`config.mk`:
```
export PLATFORM = sky130hd
export DESIGN_NAME = mem_wb_stage_flat
export DESIGN_NICKNAME = d
export VERILOG_FILES = /design/src/rtl/mem_wb_stage_if.sv /design/src/rtl/mem_wb_stage.sv /design/src/flat_wrapper.sv
export SDC_FILE = /design/constraint.sdc
export NUM_CORES = 1
export LEC_CHECK = 0
export CAP_MARGIN = 20
export CORE_MARGIN = 1
export CORE_UTILIZATION = 49
export DETAILED_ROUTE_END_ITERATION = 8
export MAX_ROUTING_LAYER = met4
export PLACE_DENSITY = 0.77
export SETUP_SLACK_MARGIN = 0.15
export SLEW_MARGIN = 25
export SYNTH_ARGS = -nofsm -noshare
export SYNTH_HDL_FRONTEND = slang
export SYNTH_SLANG_ARGS = --single-unit
```
`constraint.sdc`:
```
create_clock -name clk -period 8.1 [get_ports clk]
set_input_delay 1.62 -clock clk [delete_from_list [all_inputs] [get_ports clk]]
set_output_delay 1.62 -clock clk [all_outputs]
set_load 0.05 [all_outputs]
```
`src/rtl/mem_wb_stage_if.sv`:
```
// Bus between the MEM stage, the MEM->WB elastic stage and the register-file
// write port.
//   slave  : the stage's view (takes the MEM-side instruction, drives write-back)
//   master : the environment's view (drives the instruction, takes write-back)
// Upstream  : in_valid/in_ready handshake, pc_4, mem_to_reg, reg_write, jalr,
//             funct3, write_register, alu_result, read_mem_data
// Downstream: out_valid/out_ready handshake, wb_we, wb_rd, wb_data, retire_count
interface mem_wb_stage_if #(
  parameter int N    = 32,
  parameter int RA_W = 5
);
  logic            in_valid;
  logic            in_ready;
  logic [N-1:0]    pc_4;
  logic            mem_to_reg;
  logic            reg_write;
  logic            jalr;
  logic [2:0]      funct3;
  logic [RA_W-1:0] write_register;
  logic [N-1:0]    alu_result;
  logic [N-1:0]    read_mem_data;
  logic            out_ready;
  logic            out_valid;
  logic            wb_we;
  logic [RA_W-1:0] wb_rd;
  logic [N-1:0]    wb_data;
  logic [N-1:0]    retire_count;

  modport slave (
    input  in_valid, pc_4, mem_to_reg, reg_write, jalr, funct3,
           write_register, alu_result, read_mem_data, out_ready,
    output in_ready, out_valid, wb_we, wb_rd, wb_data, retire_count
  );

  modport master (
    output in_valid, pc_4, mem_to_reg, reg_write, jalr, funct3,
           write_register, alu_result, read_mem_data, out_ready,
    input  in_ready, out_valid, wb_we, wb_rd, wb_data, retire_count
  );
endinterface

```
`src/rtl/mem_wb_stage.sv`:
```
// Elastic MEM->WB pipeline stage: valid/ready output register backed by a
// 1-entry skid buffer, with flush, load-data alignment, write-back source
// selection and a retired-instruction counter.
// Ports:
//   clk   : rising-edge clock
//   reset : asynchronous active-high; clears all state
//   flush : drop output register and skid contents at the next edge
//   bus   : mem_wb_stage_if.slave (upstream instruction, downstream write-back)
module mem_wb_stage #(
  parameter int N          = 32,
  parameter int RA_W       = 5,
  parameter int LOAD_ALIGN = 1
) (
  input  logic           clk,
  input  logic           reset,
  input  logic           flush,
  mem_wb_stage_if.slave  bus
);

  typedef struct packed {
    logic [N-1:0]    pc_4;
    logic [N-1:0]    alu_result;
    logic [N-1:0]    load_data;
    logic            mem_to_reg;
    logic            reg_write;
    logic            jalr;
    logic [RA_W-1:0] rd;
  } entry_t;

  entry_t          out_q, out_d;
  entry_t          skid_q, skid_d;
  entry_t          in_entry;
  logic            out_valid_q, out_valid_d;
  logic            skid_valid_q, skid_valid_d;
  logic [N-1:0]    retire_count_q, retire_count_d;
  logic [N-1:0]    load_aligned;
  logic            accept;
  logic            retire;

  // Loads are aligned on entry so both storage slots hold final load data.
  if (LOAD_ALIGN != 0) begin : g_align
    logic [7:0]  byte_sel;
    logic [15:0] half_sel;

    always_comb begin
      case (bus.alu_result[1:0])
        2'd0:    byte_sel = bus.read_mem_data[7:0];
        2'd1:    byte_sel = bus.read_mem_data[15:8];
        2'd2:    byte_sel = bus.read_mem_data[23:16];
        default: byte_sel = bus.read_mem_data[31:24];
      endcase
      half_sel = bus.alu_result[1] ? bus.read_mem_data[31:16]
                                   : bus.read_mem_data[15:0];
      case (bus.funct3)
        3'b000:  load_aligned = {{24{byte_sel[7]}}, byte_sel};
        3'b100:  load_aligned = {24'h0, byte_sel};
        3'b001:  load_aligned = {{16{half_sel[15]}}, half_sel};
        3'b101:  load_aligned = {16'h0, half_sel};
        default: load_aligned = bus.read_mem_data;
      endcase
    end
  end else begin : g_raw
    assign load_aligned = bus.read_mem_data;
  end

  always_comb begin
    in_entry            = '0;
    in_entry.pc_4       = bus.pc_4;
    in_entry.alu_result = bus.alu_result;
    in_entry.load_data  = load_aligned;
    in_entry.mem_to_reg = bus.mem_to_reg;
    in_entry.reg_write  = bus.reg_write;
    in_entry.jalr       = bus.jalr;
    in_entry.rd         = bus.write_register;
  end

  assign bus.in_ready = ~skid_valid_q;
  assign accept       = bus.in_valid & ~skid_valid_q;
  assign retire       = out_valid_q & bus.out_ready;

  always_comb begin
    out_d          = out_q;
    skid_d         = skid_q;
    out_valid_d    = out_valid_q;
    skid_valid_d   = skid_valid_q;
    retire_count_d = retire_count_q + {{(N-1){1'b0}}, retire};

    if (flush) begin
      out_valid_d  = 1'b0;
      skid_valid_d = 1'b0;
    end else if (!out_valid_q || retire) begin
      if (skid_valid_q) begin
        // Skid drains first to keep order; skid refills only on a new accept.
        out_d        = skid_q;
        out_valid_d  = 1'b1;
        skid_valid_d = accept;
        if (accept) skid_d = in_entry;
      end else begin
        if (accept) out_d = in_entry;
        out_valid_d = accept;
      end
    end else if (accept) begin
      skid_d       = in_entry;
      skid_valid_d = 1'b1;
    end
  end

  always_ff @(posedge clk or posedge reset) begin
    if (reset) begin
      out_q          <= '0;
      skid_q         <= '0;
      out_valid_q    <= 1'b0;
      skid_valid_q   <= 1'b0;
      retire_count_q <= '0;
    end else begin
      out_q          <= out_d;
      skid_q         <= skid_d;
      out_valid_q    <= out_valid_d;
      skid_valid_q   <= skid_valid_d;
      retire_count_q <= retire_count_d;
    end
  end

  // jalr link has priority over load data.
  always_comb begin
    if (out_q.jalr)            bus.wb_data = out_q.pc_4;
    else if (out_q.mem_to_reg) bus.wb_data = out_q.load_data;
    else                       bus.wb_data = out_q.alu_result;
  end

  assign bus.out_valid    = out_valid_q;
  assign bus.wb_rd        = out_q.rd;
  assign bus.wb_we        = out_valid_q & out_q.reg_write & (|out_q.rd);
  assign bus.retire_count = retire_count_q;

endmodule

```
`src/flat_wrapper.sv`:
```
// flat-port wrapper written by rule: the top's interface ports become plain ports
module mem_wb_stage_flat 
#(
  parameter int N          = 32,
  parameter int RA_W       = 5,
  parameter int LOAD_ALIGN = 1
)
  (clk, reset, flush, bus_in_valid, bus_pc_4, bus_mem_to_reg, bus_reg_write, bus_jalr, bus_funct3, bus_write_register, bus_alu_result, bus_read_mem_data, bus_out_ready, bus_in_ready, bus_out_valid, bus_wb_we, bus_wb_rd, bus_wb_data, bus_retire_count);
  mem_wb_stage_if #(.N(N), .RA_W(RA_W)) bus_i ();
  input  logic clk;
  input  logic reset;
  input  logic flush;
  input wire logic [$bits(bus_i.in_valid)-1:0] bus_in_valid;
  input wire logic [$bits(bus_i.pc_4)-1:0] bus_pc_4;
  input wire logic [$bits(bus_i.mem_to_reg)-1:0] bus_mem_to_reg;
  input wire logic [$bits(bus_i.reg_write)-1:0] bus_reg_write;
  input wire logic [$bits(bus_i.jalr)-1:0] bus_jalr;
  input wire logic [$bits(bus_i.funct3)-1:0] bus_funct3;
  input wire logic [$bits(bus_i.write_register)-1:0] bus_write_register;
  input wire logic [$bits(bus_i.alu_result)-1:0] bus_alu_result;
  input wire logic [$bits(bus_i.read_mem_data)-1:0] bus_read_mem_data;
  input wire logic [$bits(bus_i.out_ready)-1:0] bus_out_ready;
  output wire logic [$bits(bus_i.in_ready)-1:0] bus_in_ready;
  output wire logic [$bits(bus_i.out_valid)-1:0] bus_out_valid;
  output wire logic [$bits(bus_i.wb_we)-1:0] bus_wb_we;
  output wire logic [$bits(bus_i.wb_rd)-1:0] bus_wb_rd;
  output wire logic [$bits(bus_i.wb_data)-1:0] bus_wb_data;
  output wire logic [$bits(bus_i.retire_count)-1:0] bus_retire_count;
  assign bus_i.in_valid = bus_in_valid;
  assign bus_i.pc_4 = bus_pc_4;
  assign bus_i.mem_to_reg = bus_mem_to_reg;
  assign bus_i.reg_write = bus_reg_write;
  assign bus_i.jalr = bus_jalr;
  assign bus_i.funct3 = bus_funct3;
  assign bus_i.write_register = bus_write_register;
  assign bus_i.alu_result = bus_alu_result;
  assign bus_i.read_mem_data = bus_read_mem_data;
  assign bus_i.out_ready = bus_out_ready;
  assign bus_in_ready = bus_i.in_ready;
  assign bus_out_valid = bus_i.out_valid;
  assign bus_wb_we = bus_i.wb_we;
  assign bus_wb_rd = bus_i.wb_rd;
  assign bus_wb_data = bus_i.wb_data;
  assign bus_retire_count = bus_i.retire_count;
  mem_wb_stage #(.N(N), .RA_W(RA_W), .LOAD_ALIGN(LOAD_ALIGN)) u_core (.clk(clk), .reset(reset), .flush(flush), .bus(bus_i));
endmodule
```
==> results by group <==
Floorplanning
  – Initial core utilization: about half
  – FP Rows: 55
  – Top Ports: approximately 180
  – Vert. Die Dim: 155 um
  – Die area: 24,100 um^2
  – Core Area: 22,800 um^2
  – Die Wd: ~160 um

Synth
  – Commonest cells in the netlist: 242 x dfrtp_1, 181 x nand2_1, 118 x o21ai_0, 104 x mux2i_1, 79 x mux2_2
  – Top cells by area, synth: dfrtp_1 53%, mux2i_1 9.0%, mux2_2 7.7%, nand2_1 5.9%, o21ai_0 5.1%
  – YS warnings: 0
  – Syn Inst Count: between 1k and 1.5k
  – Biggest area consumer among synthesized cells: dfrtp_1
  – Synthesized area: between 10,000 and 15,000 um^2
  – Top-area cell type share of the netlist area: a little over half
  – Post-synth top flop: dfrtp_1
  – Most common cell in the netlist: dfrtp_1
  – Ys async rst share: 100%
  – Synth Area per Inst: approximately 11 um^2
  – Post-synth EDFFs: 0
  – Syn nets: approximately 1.2k
  – Sequential share of the synthesized area: a little over half
  – Post-synthesis register bit count: roughly 240
  – Library cells used by synthesis: 44

Place
  – Final HPWL DP: ~19 mm
  – Inst Count DP: between 1.5k and 2k
  – Routability congestion estimate: between 0.8 and 0.9
  – Area after DPL: about 14,000 um^2
  – Port bufs: roughly 180

Timing
  – Setup TNS Final: 0 ps
  – Worst clock skew: approximately 11 ps
  – Peak Freq: approximately 220 MHz
  – Rel. slew slack: 27.9%
  – Setup violators final: 0
  – Final max-slew violation count: 0
  – Worst slew pin tran: approximately 1100 ps
  – Fin crit share: 56.9%
  – Final Hold Vio Count: 0
  – Fin crit period: about 4600 ps
  – Setup repair after global routing missed its margin: no

Clock tree
  – CTS clock-pin slew for the worst setup and hold paths: approximately 60 ps
  – Cts hold-fix bufs: 0
  – Clock root buffer: clkbuf_16
  – Clock tree buffer depth: 3
  – Post-CTS Setup Inserts: 0
  – H-Tree Depth: 1
  – CTS sink cnt: around 240
  – Clock Latency Late Sink: 520 ps
  – CTS Buf Count: 26
  – Post-cts resize count: 0
  – CTS tree: yes

Power and ir drop
  – Max IR drop VDD: roughly 190 uV
  – Static Leak: between 0.005 and 0.006 uW
  – Total Power: about 3600 uW
  – Power density over the cells: between 200 and 300 nW/um^2

Worst hold path
  – Hold WC Path Type: reg2reg

Worst setup path
  – Startpoint types: register
  – Critical Path RT: ~6500 ps
  – CP Cell Sequence: mux2i_1 -> o21ai_0 -> clkdlybuf4s50_1
  – CP Capture Type: output port
  – Slowest CP cell: dfrtp_2
  – WP data arrival: about 3000 ps
  – Critical Setup Path Class: reg2out
  – Max incr delay on CP: roughly 1000 ps
  – Crit Path Max Fanout: 33

Route
  – DR vias/cell: roughly 5.7
  – Vias: ~8.8k
  – Met1 wire length: ~12 mm
  – Final ANT Viol Nets: 0
  – Initial DRC Count: 624
  – Avg WL per Cell: between 15 and 20 um
  – DRT Pass-1 Iters: 6
  – DRC violations left: 0
  – Routed wl met2: approximately 14 mm
  – Met3 Wirelength: ~1.5 mm
  – WL final: approximately 28 mm
  – Max Used Layer: met4

Final layout
  – Synthesis-to-layout area growth: 25.0%
  – Fin cells: 1,554
  – Layout cell share with drive strength beyond 1: between 10% and 20%
  – N_diodes: 0
  – Fin area: 14,400 um^2
  – Utilization after layout: between 60% and 70%
  – Layout net count: ~1.3k

Global route
  – Largest net degree at the start of global routing: 129
  – First-pass GRT wire length: between 40 and 50 mm
  – Vias in the first global route: between 8k and 9k
  – Initial antenna violation count: 0
  – Total grt overflow: 0
  – GRT Resource Usage Total: between 20% and 30%

Run status
  – Status: complete, no violations

Flow run
  – Max-Cap Viols: 0
critical path: cells and delay by family, from the launching register on:
family	cells	cell delay (ps)
flops	1	1030
buf+inv	1	870
compound gates	1	280
mux	1	250
cells by family (layout without fill, tap and decap cells):
family / count (synthesis) / count (layout) / synth area share (%)
AND/OR/NAND/NOR: 271 / 271 / 10.1
AO/OA/AOI/OAI: 252 / 252 / 13.0
flip-flops: 242 / 242 / 52.5
multiplexers: 191 / 191 / 18.3
buffers and inverters: 95 / 253 / 3.52
XOR/XNOR: 30 / 30 / 2.28
adder cells (fa/ha/maj): 2 / 2 / 0.217
path summary, 6_finish.rpt:
kind,end,slack (ps),depth (start not counted),start
max in group asynchronous,u_core.skid_valid_q$_DFFE_PP0P_,5660,3,reset
max reg2reg,u_core.out_q[31]$_DFFE_PP0P_,4990,5,u_core.skid_valid_q$_DFFE_PP0P_
min reg2reg,u_core.out_q[70]$_DFFE_PP0P_,480,2,u_core.out_q[70]$_DFFE_PP0P_
min in group asynchronous,u_core.bus.retire_count[10]$_DFF_PP0_,1430,2,reset
max,bus_wb_data[14],3490,3,u_core.out_q[7]$_DFFE_PP0P_
min,u_core.out_q[70]$_DFFE_PP0P_,480,2,u_core.out_q[70]$_DFFE_PP0P_
area by class of cell:
| type | instances | area (um^2) |
|---|---|---|
| tap | 313 | 392 |
| timing repair buffer | 194 | 1940 |
| multi-input combinational | 746 | 5090 |
| clock inverter | 11 | 114 |
| fill | 1852 | 8440 |
| clock buffer | 37 | 763 |
| inverter | 11 | 45.0 |
| sequential | 242 | 6060 |
stage by stage:
stage | setup WS (ps) | hold slack (ps)
4_1_cts | 3480 | 482
3_5_place_dp | 3680 | 469
2_1_floorplan | 3300 | 448
5_1_grt | 3370 | 496
3_3_place_gp | 3710 | 460
6_report | 3490 | 477
routing by layer:
layer  global-route usage (%)  vias up
met4                     7.14        0
met3                     3.40       55
met5                        -        -
met2                     39.3      286
li1                         -     4136
met1                     32.2     4354
state kept, by name, indices dropped and copies added (netlist names):
register,cells
u_core.bus.out_valid,1
u_core.bus.retire_count,32
u_core.bus.wb_rd,5
u_core.out_q,99
u_core.skid_q,104
u_core.skid_valid_q,1
power by group:
group          leakage [uW]  total, uW  internal, uW  switching, uW
Clock              0.000431       1200           720            476
Combinational       0.00251        827           351            477
Sequential          0.00305       1600          1440            161
Total               0.00598       3620          2510           1110
placed cells by master (no fill, tap or decap), types with 9 or more instances in the layout:
master	synthesis	routed
o211ai_1	23	23
nand4_1	12	12
mux2i_1	104	104
a221o_1	9	9
mux2_2	79	79
o31ai_1	16	16
dfrtp_1	242	239
and3_1	10	10
nand2_1	181	181
nand3_1	22	21
clkbuf_16	0	27
o21ai_0	118	118
inv_1	11	10
clkdlybuf4s50_1	0	183
xnor2_1	27	27
nor2_1	26	26
a21oi_1	52	52
(Power assumes the default switching activity.)
